===== src/rtl/pp_bank_scheduler.sv =====
// Ping-pong two-bank scheduler: a producer fills one bank while the read FSM bursts the other into the array.
// Define PP_SCHED_ERR_EN to enable the sticky protocol-error flag; otherwise err is tied low.
module pp_bank_scheduler #(
    parameter int ADDR_WIDTH = 4,
    parameter int W_COL_X    = 4,
    parameter int N_COL_X    = 4
) (
    input  logic                  clk,
    input  logic                  rst_n,
    input  logic                  wr_start,
    input  logic                  wr_done,
    output logic                  wr_ready,
    output logic                  wr_bank,
    input  logic                  acc_done_wrap,
    output logic                  rd_bank,
    output logic                  w_rd_en,
    output logic [ADDR_WIDTH-1:0] w_rd_addra,
    output logic [ADDR_WIDTH-1:0] w_rd_addrb,
    output logic                  n_rd_en,
    output logic [ADDR_WIDTH-1:0] n_rd_addr,
    output logic                  rd_data_valid,
    output logic                  enable_matmul,
    output logic [3:0]            bank_state,
    output logic                  err
);
    localparam int BURST = (W_COL_X > N_COL_X) ? W_COL_X : N_COL_X;
    localparam int KW    = $clog2(BURST) + 1;

    typedef enum logic [1:0] {B_EMPTY = 2'd0, B_FILLING = 2'd1, B_FULL = 2'd2, B_BUSY = 2'd3} bank_t;
    typedef enum logic [1:0] {S_IDLE, S_READ, S_DRAIN, S_WAIT_ACC} rd_state_t;

    bank_t           bank [2];
    rd_state_t       rd_fsm;
    logic [KW-1:0]   k;
    logic            acc_prev;

    logic            wr_accept, wr_finish, acc_rise, rd_start, rd_release;
    logic [KW-1:0]   k_next;
    logic            beat_w_en, beat_n_en;
    logic [ADDR_WIDTH-1:0] beat_addra, beat_addrb, beat_naddr;

    assign wr_ready   = (bank[wr_bank] == B_EMPTY);
    assign wr_accept  = wr_start & wr_ready;
    assign wr_finish  = wr_done & (bank[wr_bank] == B_FILLING);
    assign acc_rise   = acc_done_wrap & ~acc_prev;
    assign rd_start   = (rd_fsm == S_IDLE) & (bank[rd_bank] == B_FULL);
    assign rd_release = (rd_fsm == S_WAIT_ACC) & acc_rise;
    assign bank_state = {bank[1], bank[0]};

    // Next beat to present: beat 0 when leaving idle, otherwise k+1.
    always_comb begin
        k_next     = (rd_fsm == S_READ) ? k + 1'b1 : '0;
        beat_w_en  = int'(k_next) < W_COL_X;
        beat_n_en  = int'(k_next) < N_COL_X;
        beat_addra = beat_w_en ? ADDR_WIDTH'(k_next) : '0;
        beat_addrb = beat_w_en ? ADDR_WIDTH'(W_COL_X + int'(k_next)) : '0;
        beat_naddr = beat_n_en ? ADDR_WIDTH'(k_next) : '0;
    end

    // Every legal transition needs a distinct source state, so write and read sides never collide on one bank.
    always_ff @(posedge clk or negedge rst_n) begin
        if (!rst_n) begin
            for (int b = 0; b < 2; b++) bank[b] <= B_EMPTY;
            wr_bank <= 1'b0;
        end else begin
            for (int b = 0; b < 2; b++) begin
                if (wr_accept && wr_bank == 1'(b))
                    bank[b] <= B_FILLING;
                else if (wr_finish && wr_bank == 1'(b))
                    bank[b] <= B_FULL;
                else if (rd_start && rd_bank == 1'(b))
                    bank[b] <= B_BUSY;
                else if (rd_release && rd_bank == 1'(b))
                    bank[b] <= B_EMPTY;
            end
            wr_bank <= wr_bank ^ wr_finish;
        end
    end

    always_ff @(posedge clk or negedge rst_n) begin
        if (!rst_n) begin
            rd_fsm        <= S_IDLE;
            rd_bank       <= 1'b0;
            k             <= '0;
            acc_prev      <= 1'b0;
            w_rd_en       <= 1'b0;
            w_rd_addra    <= '0;
            w_rd_addrb    <= '0;
            n_rd_en       <= 1'b0;
            n_rd_addr     <= '0;
            rd_data_valid <= 1'b0;
            enable_matmul <= 1'b0;
        end else begin
            acc_prev      <= acc_done_wrap;
            rd_data_valid <= w_rd_en | n_rd_en;
            case (rd_fsm)
                S_IDLE: begin
                    if (rd_start) begin
                        rd_fsm        <= S_READ;
                        enable_matmul <= 1'b1;
                        k             <= k_next;
                        w_rd_en       <= beat_w_en;
                        w_rd_addra    <= beat_addra;
                        w_rd_addrb    <= beat_addrb;
                        n_rd_en       <= beat_n_en;
                        n_rd_addr     <= beat_naddr;
                    end
                end
                S_READ: begin
                    if (k == KW'(BURST - 1)) begin
                        rd_fsm     <= S_DRAIN;
                        w_rd_en    <= 1'b0;
                        w_rd_addra <= '0;
                        w_rd_addrb <= '0;
                        n_rd_en    <= 1'b0;
                        n_rd_addr  <= '0;
                    end else begin
                        k          <= k_next;
                        w_rd_en    <= beat_w_en;
                        w_rd_addra <= beat_addra;
                        w_rd_addrb <= beat_addrb;
                        n_rd_en    <= beat_n_en;
                        n_rd_addr  <= beat_naddr;
                    end
                end
                S_DRAIN: rd_fsm <= S_WAIT_ACC;
                S_WAIT_ACC: begin
                    if (acc_rise) begin
                        rd_fsm        <= S_IDLE;
                        rd_bank       <= ~rd_bank;
                        enable_matmul <= 1'b0;
                        k             <= '0;
                    end
                end
                default: rd_fsm <= S_IDLE;
            endcase
        end
    end

`ifdef PP_SCHED_ERR_EN
    always_ff @(posedge clk or negedge rst_n) begin
        if (!rst_n)
            err <= 1'b0;
        else if ((wr_start & ~wr_ready) | (wr_done & (bank[wr_bank] != B_FILLING)))
            err <= 1'b1;
    end
`else
    assign err = 1'b0;
`endif

endmodule


===== config.mk =====
export PLATFORM = sky130hd
export DESIGN_NAME = pp_bank_scheduler
export DESIGN_NICKNAME = d
export VERILOG_FILES = /design/src/rtl/pp_bank_scheduler.sv
export SDC_FILE = /design/constraint.sdc
export NUM_CORES = 1
export LEC_CHECK = 0
export CAP_MARGIN = 20
export CORE_AREA = 2 2 55 57
export CTS_BUF_LIST = sky130_fd_sc_hd__clkbuf_4 sky130_fd_sc_hd__clkbuf_8
export DETAILED_ROUTE_END_ITERATION = 10
export DIE_AREA = 0 0 57 59
export PLACE_DENSITY = 0.64
export SYNTH_ARGS = -nofsm -noshare
export SYNTH_HDL_FRONTEND = slang
export SYNTH_SLANG_ARGS = --single-unit

===== constraint.sdc =====
create_clock -name clk -period 3.09 [get_ports clk]
set_input_delay 0.618 -clock clk [delete_from_list [all_inputs] [get_ports clk]]
set_output_delay 0.618 -clock clk [all_outputs]
set_load 0.02 [all_outputs]

==> run summary, run 1 <==
The sequential area share after synthesis came out at 40.6%. The HPWL after detailed placement is 1.52 mm. The distinct cell type count after synthesis came out at 32. After clock tree synthesis, the clock-pin slew on the worst setup and hold paths is approximately 0.11 ns. After synthesis, the mean cell area works out to 10.2 um2. After detailed routing, the average wire length per cell comes to 12.9 um. The worst setup path is launched from a flip-flop.

The per-cell via count in the routed design came out at 4.94. The TritonCTS buffer count came out at 3. In this run the power spent charging and discharging nets is around 630 uW. The post-CTS resize count is 0. The routed design could run at a clock period as short as between 2 and 2.5 ns. Hold repair after CTS inserted 0 buffers. The count of nets left with antenna violations once routing finished came out at 0. The wire length of the first global-routing pass came out at 3.53 mm. The total clock sinks is 17. The maximum fanout count along the critical path came out at 7. The total setup buffers inserted after CTS is 0. Summed over all failing endpoints, the final setup total negative slack is 0 ns. The worst register-to-register path ends at k[0]$_DFFE_PN0P_. The tree is rooted in a sky130_fd_sc_hd__clkbuf_4.

The portion of total power attributed to sequential cells came out at a little under a third. The fraction of power spent switching nets is 44.7%. The data required time at the worst endpoint came out at between 2 and 2.5 ns.

The number of top-level pins came out at 29. Summed over all cells, the static leakage comes to between 0.0005 and 0.0006 uW. The initial utilization of the core area, before any placement, comes to 38.7%. The antenna diode count came out at 0. The slack of the critical path is roughly 0.73 ns. The proportion of synthesized flip-flops having asynchronous set or reset is 100%. The count of H-tree levels built during CTS came out at 1. The initial antenna violation count is 0. The library cell used most frequently in the layout, excluding fill and tap cells, is sky130_fd_sc_hd__clkdlybuf4s50_1.

Static timing analysis puts the maximum clock frequency at roughly 420 MHz. The final max-slew violation count is 0. The area share of the leading cell type in the synthesized netlist came out at 40.6%.

TritonCTS built the clock tree. The number of violations reported at the end of detailed-routing iteration 0 is 2. The number of placement rows came out at 19.

The die span in y came out at ~60 um. The maximum root-to-sink buffer count is 2. The count of input and output buffers came out at 22. The predominant post-synthesis flop cell is sky130_fd_sc_hd__dfrtp_1.

The x dimension of the die is between 50 and 60 um. Dividing total power by cell area gives a power density of 1110 nW/um2. The total die area is 3360 um2.

The number of nets at the end of the flow came out at 137. The part of the power in the clock network is 8.8%. The aggregate routed wire length came out at 1.97 mm. The area overhead of the layout relative to synthesis came out at 20.5%.

The number of enable-type register cells in the synthesized netlist is 0. The count of cells along the worst register-to-register path is 6. The worst setup path startpoint is wr_bank$_DFF_PN0_. The number of warnings issued by yosys is 0. The end of the critical path is wr_ready.

The number of cells produced by synthesis is a little over 100. Setup repair after global routing left no endpoint under its margin. In the routed design, unresolved DRC markers number 0. In this run, synthesis produced a sequential element count of 17.

The clock insertion delay at the later pin of the skew report came out at 0.30 ns. In this run the worst hold path is classified as flip-flop to flip-flop. The largest clock skew in the final design is 0.00769 ns.

The number of global-route vias before repair came out at 813. The proportion of layout cells with a drive suffix above 1 is 9.84%. The detailed-routing iteration count for the pre-antenna-repair pass is 2. The data arrival time of the critical path came out at 1.75 ns. At the pin with the least slew margin, the transition time is slightly below 0.8 ns. The worst register-to-register path begins at k[0]$_DFFE_PN0P_. The final clock period utilization by the worst path came out at ~77%. The internal power contribution came out at 777 uW.

The final number of setup-violating endpoints is 0. The reported max-cap violation count is 0. Leaving out fill and tap cells, the most frequent cells in the layout are 22 x sky130_fd_sc_hd__clkdlybuf4s50_1, 17 x sky130_fd_sc_hd__dfrtp_1, 10 x sky130_fd_sc_hd__nor2_1. The total count of hold-check failures in the final report is 0.

Counting the fill cells in the layout gives between 200 and 300. The register-to-register path setup slack came out at 1.39 ns. sky130_fd_sc_hd__dfrtp_1 takes more of the synthesized area than any other cell. Combinational cells account for 60.4% of the total power. Global routing used 13.6% of the available tracks across all layers.

The flow ran to the end, and the final reports show no timing, DRC or antenna violations. The worst setup path is captured at an output port. The final estimated routing congestion in global placement came out at between 0.7 and 0.8.

The type of the setup path with the least slack is flip-flop to output port. The total congestion overflow after global routing came out at 0. The worst slew margin relative to its limit came out at 47.6%.

Entering global routing, the biggest net connects 18 pins. The worst hold path begins at n_rd_en$_DFFE_PN0P_. Yosys attributes the largest share of cell area to sky130_fd_sc_hd__dfrtp_1 41%, sky130_fd_sc_hd__ha_1 11%, sky130_fd_sc_hd__buf_4 8.6%. The synthesized netlist occupies a cell area of 1050 um2. The count of vias placed by the detailed router is 756. The peak ir drop on the vdd network is 561 uV. The minimum setup slack after placement is 1.04 ns. The floorplan core area is approximately 2700 um2.
## final cells by class
type,instances,area [um2],area share [%]
clock buffer,3,22.5,1.78
clock inverter,1,5.00,0.396
inverter,9,33.8,2.67
multi-input combinational,70,518,41.0
sequential,17,425,33.7
tap,31,38.8,3.07
timing repair buffer,22,220,17.4
## synth_stat cells (2+ instances only)
cell	count
sky130_fd_sc_hd__mux2_1	4
sky130_fd_sc_hd__nand3_2	2
sky130_fd_sc_hd__nor2_1	10
sky130_fd_sc_hd__nand3_1	2
sky130_fd_sc_hd__mux2i_1	2
sky130_fd_sc_hd__dfrtp_1	17
sky130_fd_sc_hd__inv_1	9
sky130_fd_sc_hd__nand2b_1	2
sky130_fd_sc_hd__ha_1	9
sky130_fd_sc_hd__buf_4	12
sky130_fd_sc_hd__mux2_2	3
sky130_fd_sc_hd__nand2_1	4
sky130_fd_sc_hd__o21ai_0	4
sky130_fd_sc_hd__nand3b_1	3
sky130_fd_sc_hd__a21oi_1	3
## cell families (layout without fill, tap and decap cells)
family / count (synthesis) / count (layout) / share of synthesized area (%)
AO/OA/AOI/OAI: 16 / 16 / 10.3
multiplexers: 9 / 9 / 9.43
flip-flops: 17 / 17 / 40.6
adder cells (fa/ha/maj): 9 / 9 / 10.7
AND/OR/NAND/NOR: 30 / 30 / 16.8
other: 1 / 6 / 0.358
buffers and inverters: 21 / 35 / 11.8
## layer usage
layer	vias to the layer above	track usage, %	part of all wire [%]
met5	-	0	0
met4	0	4.98	0.86
met3	2	3.06	3.9
met2	19	24.5	54
met1	364	15.8	42
li1	371	-	-
## worst max-delay path: stages (launching register included)
cell	delay, ns
sky130_fd_sc_hd__dfrtp_1	0.46
sky130_fd_sc_hd__inv_1	0.13
sky130_fd_sc_hd__mux2_2	0.33
sky130_fd_sc_hd__clkdlybuf4s50_1	0.53
## stage by stage
stage | cell area (um2) | util, % | hold slack, ns | total power (uW) | std cells
floorplan | 1070 | - | 0.322 | 1010 | 108
global placement | 1240 | 45.6 | 0.444 | 1280 | 149
detailed placement | 1240 | 45.6 | 0.466 | 1290 | 149
CTS | 1260 | 46.6 | 0.480 | 1430 | 153
global route | 1260 | 46.6 | 0.500 | 1530 | 153
finish | 1260 | 46.6 | 0.464 | 1400 | 153
## how the worst min path moves through the flow
stage                                   end  cells after the start
finish              rd_data_valid$_DFF_PN0_                      0
global route        rd_data_valid$_DFF_PN0_                      0
CTS                 rd_data_valid$_DFF_PN0_                      0
detailed placement  rd_data_valid$_DFF_PN0_                      0
global placement    rd_data_valid$_DFF_PN0_                      0
floorplan                acc_prev$_DFF_PN0_                      0
## sequential cells by signal, indices dropped and copies added (netlist names)
signal / cells
n_rd_en: 1
k: 3
acc_prev: 1
rd_bank: 1
wr_bank: 1
enable_matmul: 1
rd_fsm: 2
w_rd_addrb: 2
rd_data_valid: 1
bank_state: 4
## power by group through the flow
stage | Clock (uW) | Sequential, uW | Combinational (uW)
after global placement | 0 | 433 | 843
final | 123 | 433 | 847
after global routing | 141 | 452 | 941
after CTS | 132 | 434 | 862
after detailed placement | 0 | 438 | 856
after floorplan | 0 | 500 | 512
Power figures use the tool's default switching activity.
==> run 2: changes to the inputs <==
clock period = 2.4 ns   (was 3.09 ns; I/O delays follow)
==> results of run 2 <==
The final DEF is identical to that of run 1. Status: finished, final reports clean.
Among the figures that moved: setup slack after placement 1.04 ns -> 0.492 ns; setup slack after layout 0.726 ns -> 0.174 ns; register-to-register setup slack 1.39 ns -> 0.70 ns; total power 1400 uW -> 1810 uW; worst IR drop on VDD 561 uV -> 723 uV
==> run 3: changes to the inputs <==
PLACE_DENSITY = 0.66   (was 0.64)
clock period = 2 ns   (was 2.4 ns; I/O delays follow)
==> run 3 against run 2 <==
  * Sequential power is 17% higher
  * Wire length shrank 3.1%
  * First-iteration DRC count grew to 3.5 times the previous value
  * Die area unchanged
  * Critical endpoint unchanged
  * Largest power group unchanged
  * Register-to-register slack worse by 0.38 ns
  * Clock-buffer cell count is 1 higher
  * Global-route usage fell by 0.59 points
  * Core utilization rose by 0.60 points
==> run summary, run 3 (same netlist as run 1, synthesis figures left out) <==
The total power per unit cell area is 1700 nW/um2. The number of flip-flops under the largest register name came out at 4 (unchanged). The pin count of the biggest net entering global routing is 18 (unchanged). The count of hold buffers inserted by post-cts repair is 0 (unchanged).

The sum of buffers and inverters on the critical path is 2 (unchanged). The number of top-level pins is 29 (unchanged). The total setup buffers inserted after CTS came out at 0 (unchanged). The residual DRC count came out at 0 (unchanged). The type of the setup path with the least slack is flip-flop to output port. The initial antenna violation count is 0 (unchanged). The starting density of the core came out at 38.7% (unchanged).

The TritonCTS buffer count came out at 3 (unchanged). The aggregate routed wire length came to 1.91 mm (-3.1%). The number of violations reported at the end of detailed-routing iteration 0 is 7 (+5). The final max-slew violation count came out at 0 (unchanged). The per-cell via count in the routed design came out at 4.86 (-1.7%). The total leakage power came out at 0.000607 uW (+2.2%). The total die area is 3360 um2 (unchanged). The flow ran to the end, and the final reports show no timing, DRC or antenna violations. The number of nets at the end of the flow is 139 (+1.5%).

The area growth from synthesis to layout is 22.1%. The final number of setup-violating endpoints came to 0 (unchanged). The element type at the critical path start is a flip-flop. The detailed-routing iteration count for the pre-antenna-repair pass came out at 2 (unchanged). The signal on the critical path passes through inv_1, mux2_2, dlygate4sd2_1. The most common cell after layout, fill and taps aside is sky130_fd_sc_hd__clkdlybuf4s50_1. The library cells used most frequently in the layout, excluding fill and tap cells, are 21 x sky130_fd_sc_hd__clkdlybuf4s50_1, 17 x sky130_fd_sc_hd__dfrtp_1, 10 x sky130_fd_sc_hd__nor2_1. The count of H-tree levels built during CTS is 1 (unchanged). The worst hold path belongs to the class input pin to async pin. The floorplan core area is 2710 um2 (unchanged). The maximum cell stage delay along the critical path came out at 0.45 ns (-0.08 ns). The detailed-route wire length per cell came out at 12.3 um (-4.4%). The final estimated routing congestion in global placement came out at 0.751.

Setup repair after global routing left no endpoint under its margin. The clock-pin slew on the worst setup and hold paths was 0.10 ns (about the same). The slack of the critical path is between 0.07 and 0.08 ns. The HPWL after detailed placement is 1.51 mm (-0.31%).

In this run the clock root is driven by a sky130_fd_sc_hd__clkbuf_4. After layout, the minimum clock period comes to around 1.9 ns. The total count of hold-check failures in the final report is 0 (unchanged). The data required time at the worst endpoint came out at between 1.5 and 2 ns. The total congestion overflow after global routing is 0 (unchanged). The reported max-cap violation count is 0 (unchanged).

The final non-filler cell area is 1280 um2 (+1.3%). The maximum root-to-sink buffer count came out at 2 (unchanged). The maximum fanout count along the critical path came out at 7 (unchanged). The slowest stage of the critical path belongs to the cell sky130_fd_sc_hd__dfrtp_1. The number of placement rows came out at 19 (unchanged). The post-place instance area came out at 1250 um2 (+1.2%).

IR analysis of the VDD net gives a maximum drop of ~1000 uV. The residual antenna-violating net count after detailed routing was 0 (unchanged). The final clock period utilization by the worst path came out at 96.2%.

The global-route usage over all layers came to 13.0% (-0.59 points). The category of cells accounting for the largest share of critical-path delay is flip-flops. The die span in y came out at 59 um (unchanged).

The largest clock skew in the final design was 0.00158 ns (-0.00612 ns). The setup total negative slack is 0 ns (unchanged). The antenna diode count came out at 0 (unchanged). The number of global-route vias before repair is 803 (-1.2%). The proportion of layout cells with a drive suffix above 1 is 11.3% (+1.5 points). The total clock sinks is 17 (unchanged).

The data arrival time of the critical path came to 1.52 ns (-0.23 ns). The fill cell instance count of the final layout is 271 (-5.6%). TritonCTS built the clock tree. The count of input and output buffers came out at 22 (unchanged). The wire length of the first global-routing pass was 3.44 mm (-2.3%). The achievable clock frequency came out at 520 MHz. The minimum setup slack after placement is about 0.19 ns. The count of vias placed by the detailed router came out at 753 (-0.40%).

The clock insertion delay at the later pin of the skew report came out at 0.29 ns (about the same). The worst setup path is captured at an output port. The x dimension of the die came out at 57 um (unchanged).
[run 3: changes by cell type in the layout (fill, tap and decap cells not counted), sizes merged]
cell,delta
clkdlybuf4s50,-1
buf,+2
dlygate4sd2,+1
clkinv,-1
clkbuf,+1
[run 3: layout make-up]
cell class / instances / area [um2] / share of cell area (%)
Timing Repair Buffer: 24 / 234 / 18.3
Multi-Input combinational cell: 70 / 518 / 40.5
Clock buffer: 4 / 30.0 / 2.35
Sequential cell: 17 / 425 / 33.2
Tap cell: 31 / 38.8 / 3.03
Inverter: 9 / 33.8 / 2.64
[run 3: power by group]
group	total, uW	switching [uW]	internal, uW
Combinational	1320	688	636
Sequential	654	161	493
Clock	201	110	91.1
[run 3: path summary, 6_finish.rpt]
check,start,to,slack (ns),cells after the start
min in group clk,n_rd_en$_DFFE_PN0P_,rd_data_valid$_DFF_PN0_,0.48,0
max in group asynchronous,rst_n,k[2]$_DFFE_PN0P_,1.39,2
max reg2reg,k[0]$_DFFE_PN0P_,k[2]$_DFFE_PN0P_,0.32,6
min reg2reg,n_rd_en$_DFFE_PN0P_,rd_data_valid$_DFF_PN0_,0.48,0
min,rst_n,rd_data_valid$_DFF_PN0_,0.43,2
max,wr_bank$_DFF_PN0_,wr_ready,0.08,3
[run 3: metrics by stage]
| stage | cells | power, uW | utilization, % | hold slack (ns) |
|---|---|---|---|---|
| final | 155 | 2180 | 47.2 | 0.425 |
| after global routing | 155 | 2380 | 47.2 | 0.449 |
| after CTS | 155 | 2210 | 47.2 | 0.431 |
| after detailed placement | 151 | 2010 | 46.2 | 0.466 |
| after global placement | 151 | 1980 | 46.2 | 0.442 |
| after floorplan | 108 | 1560 | - | 0.104 |
[run 3: per-layer routing]
layer	share of wire [%]	track usage, %	vias up
li1	-	-	375
met1	43	15.1	359
met2	53	23.5	19
met3	4.8	2.62	0
met4	0	4.98	0
met5	0	0	-
[run 3: timing repair]
action                                  in CTS  in global routing
endpoints found under the setup margin       1                  0
hold endpoints to repair                     0                  0
resized for setup                            1                  0
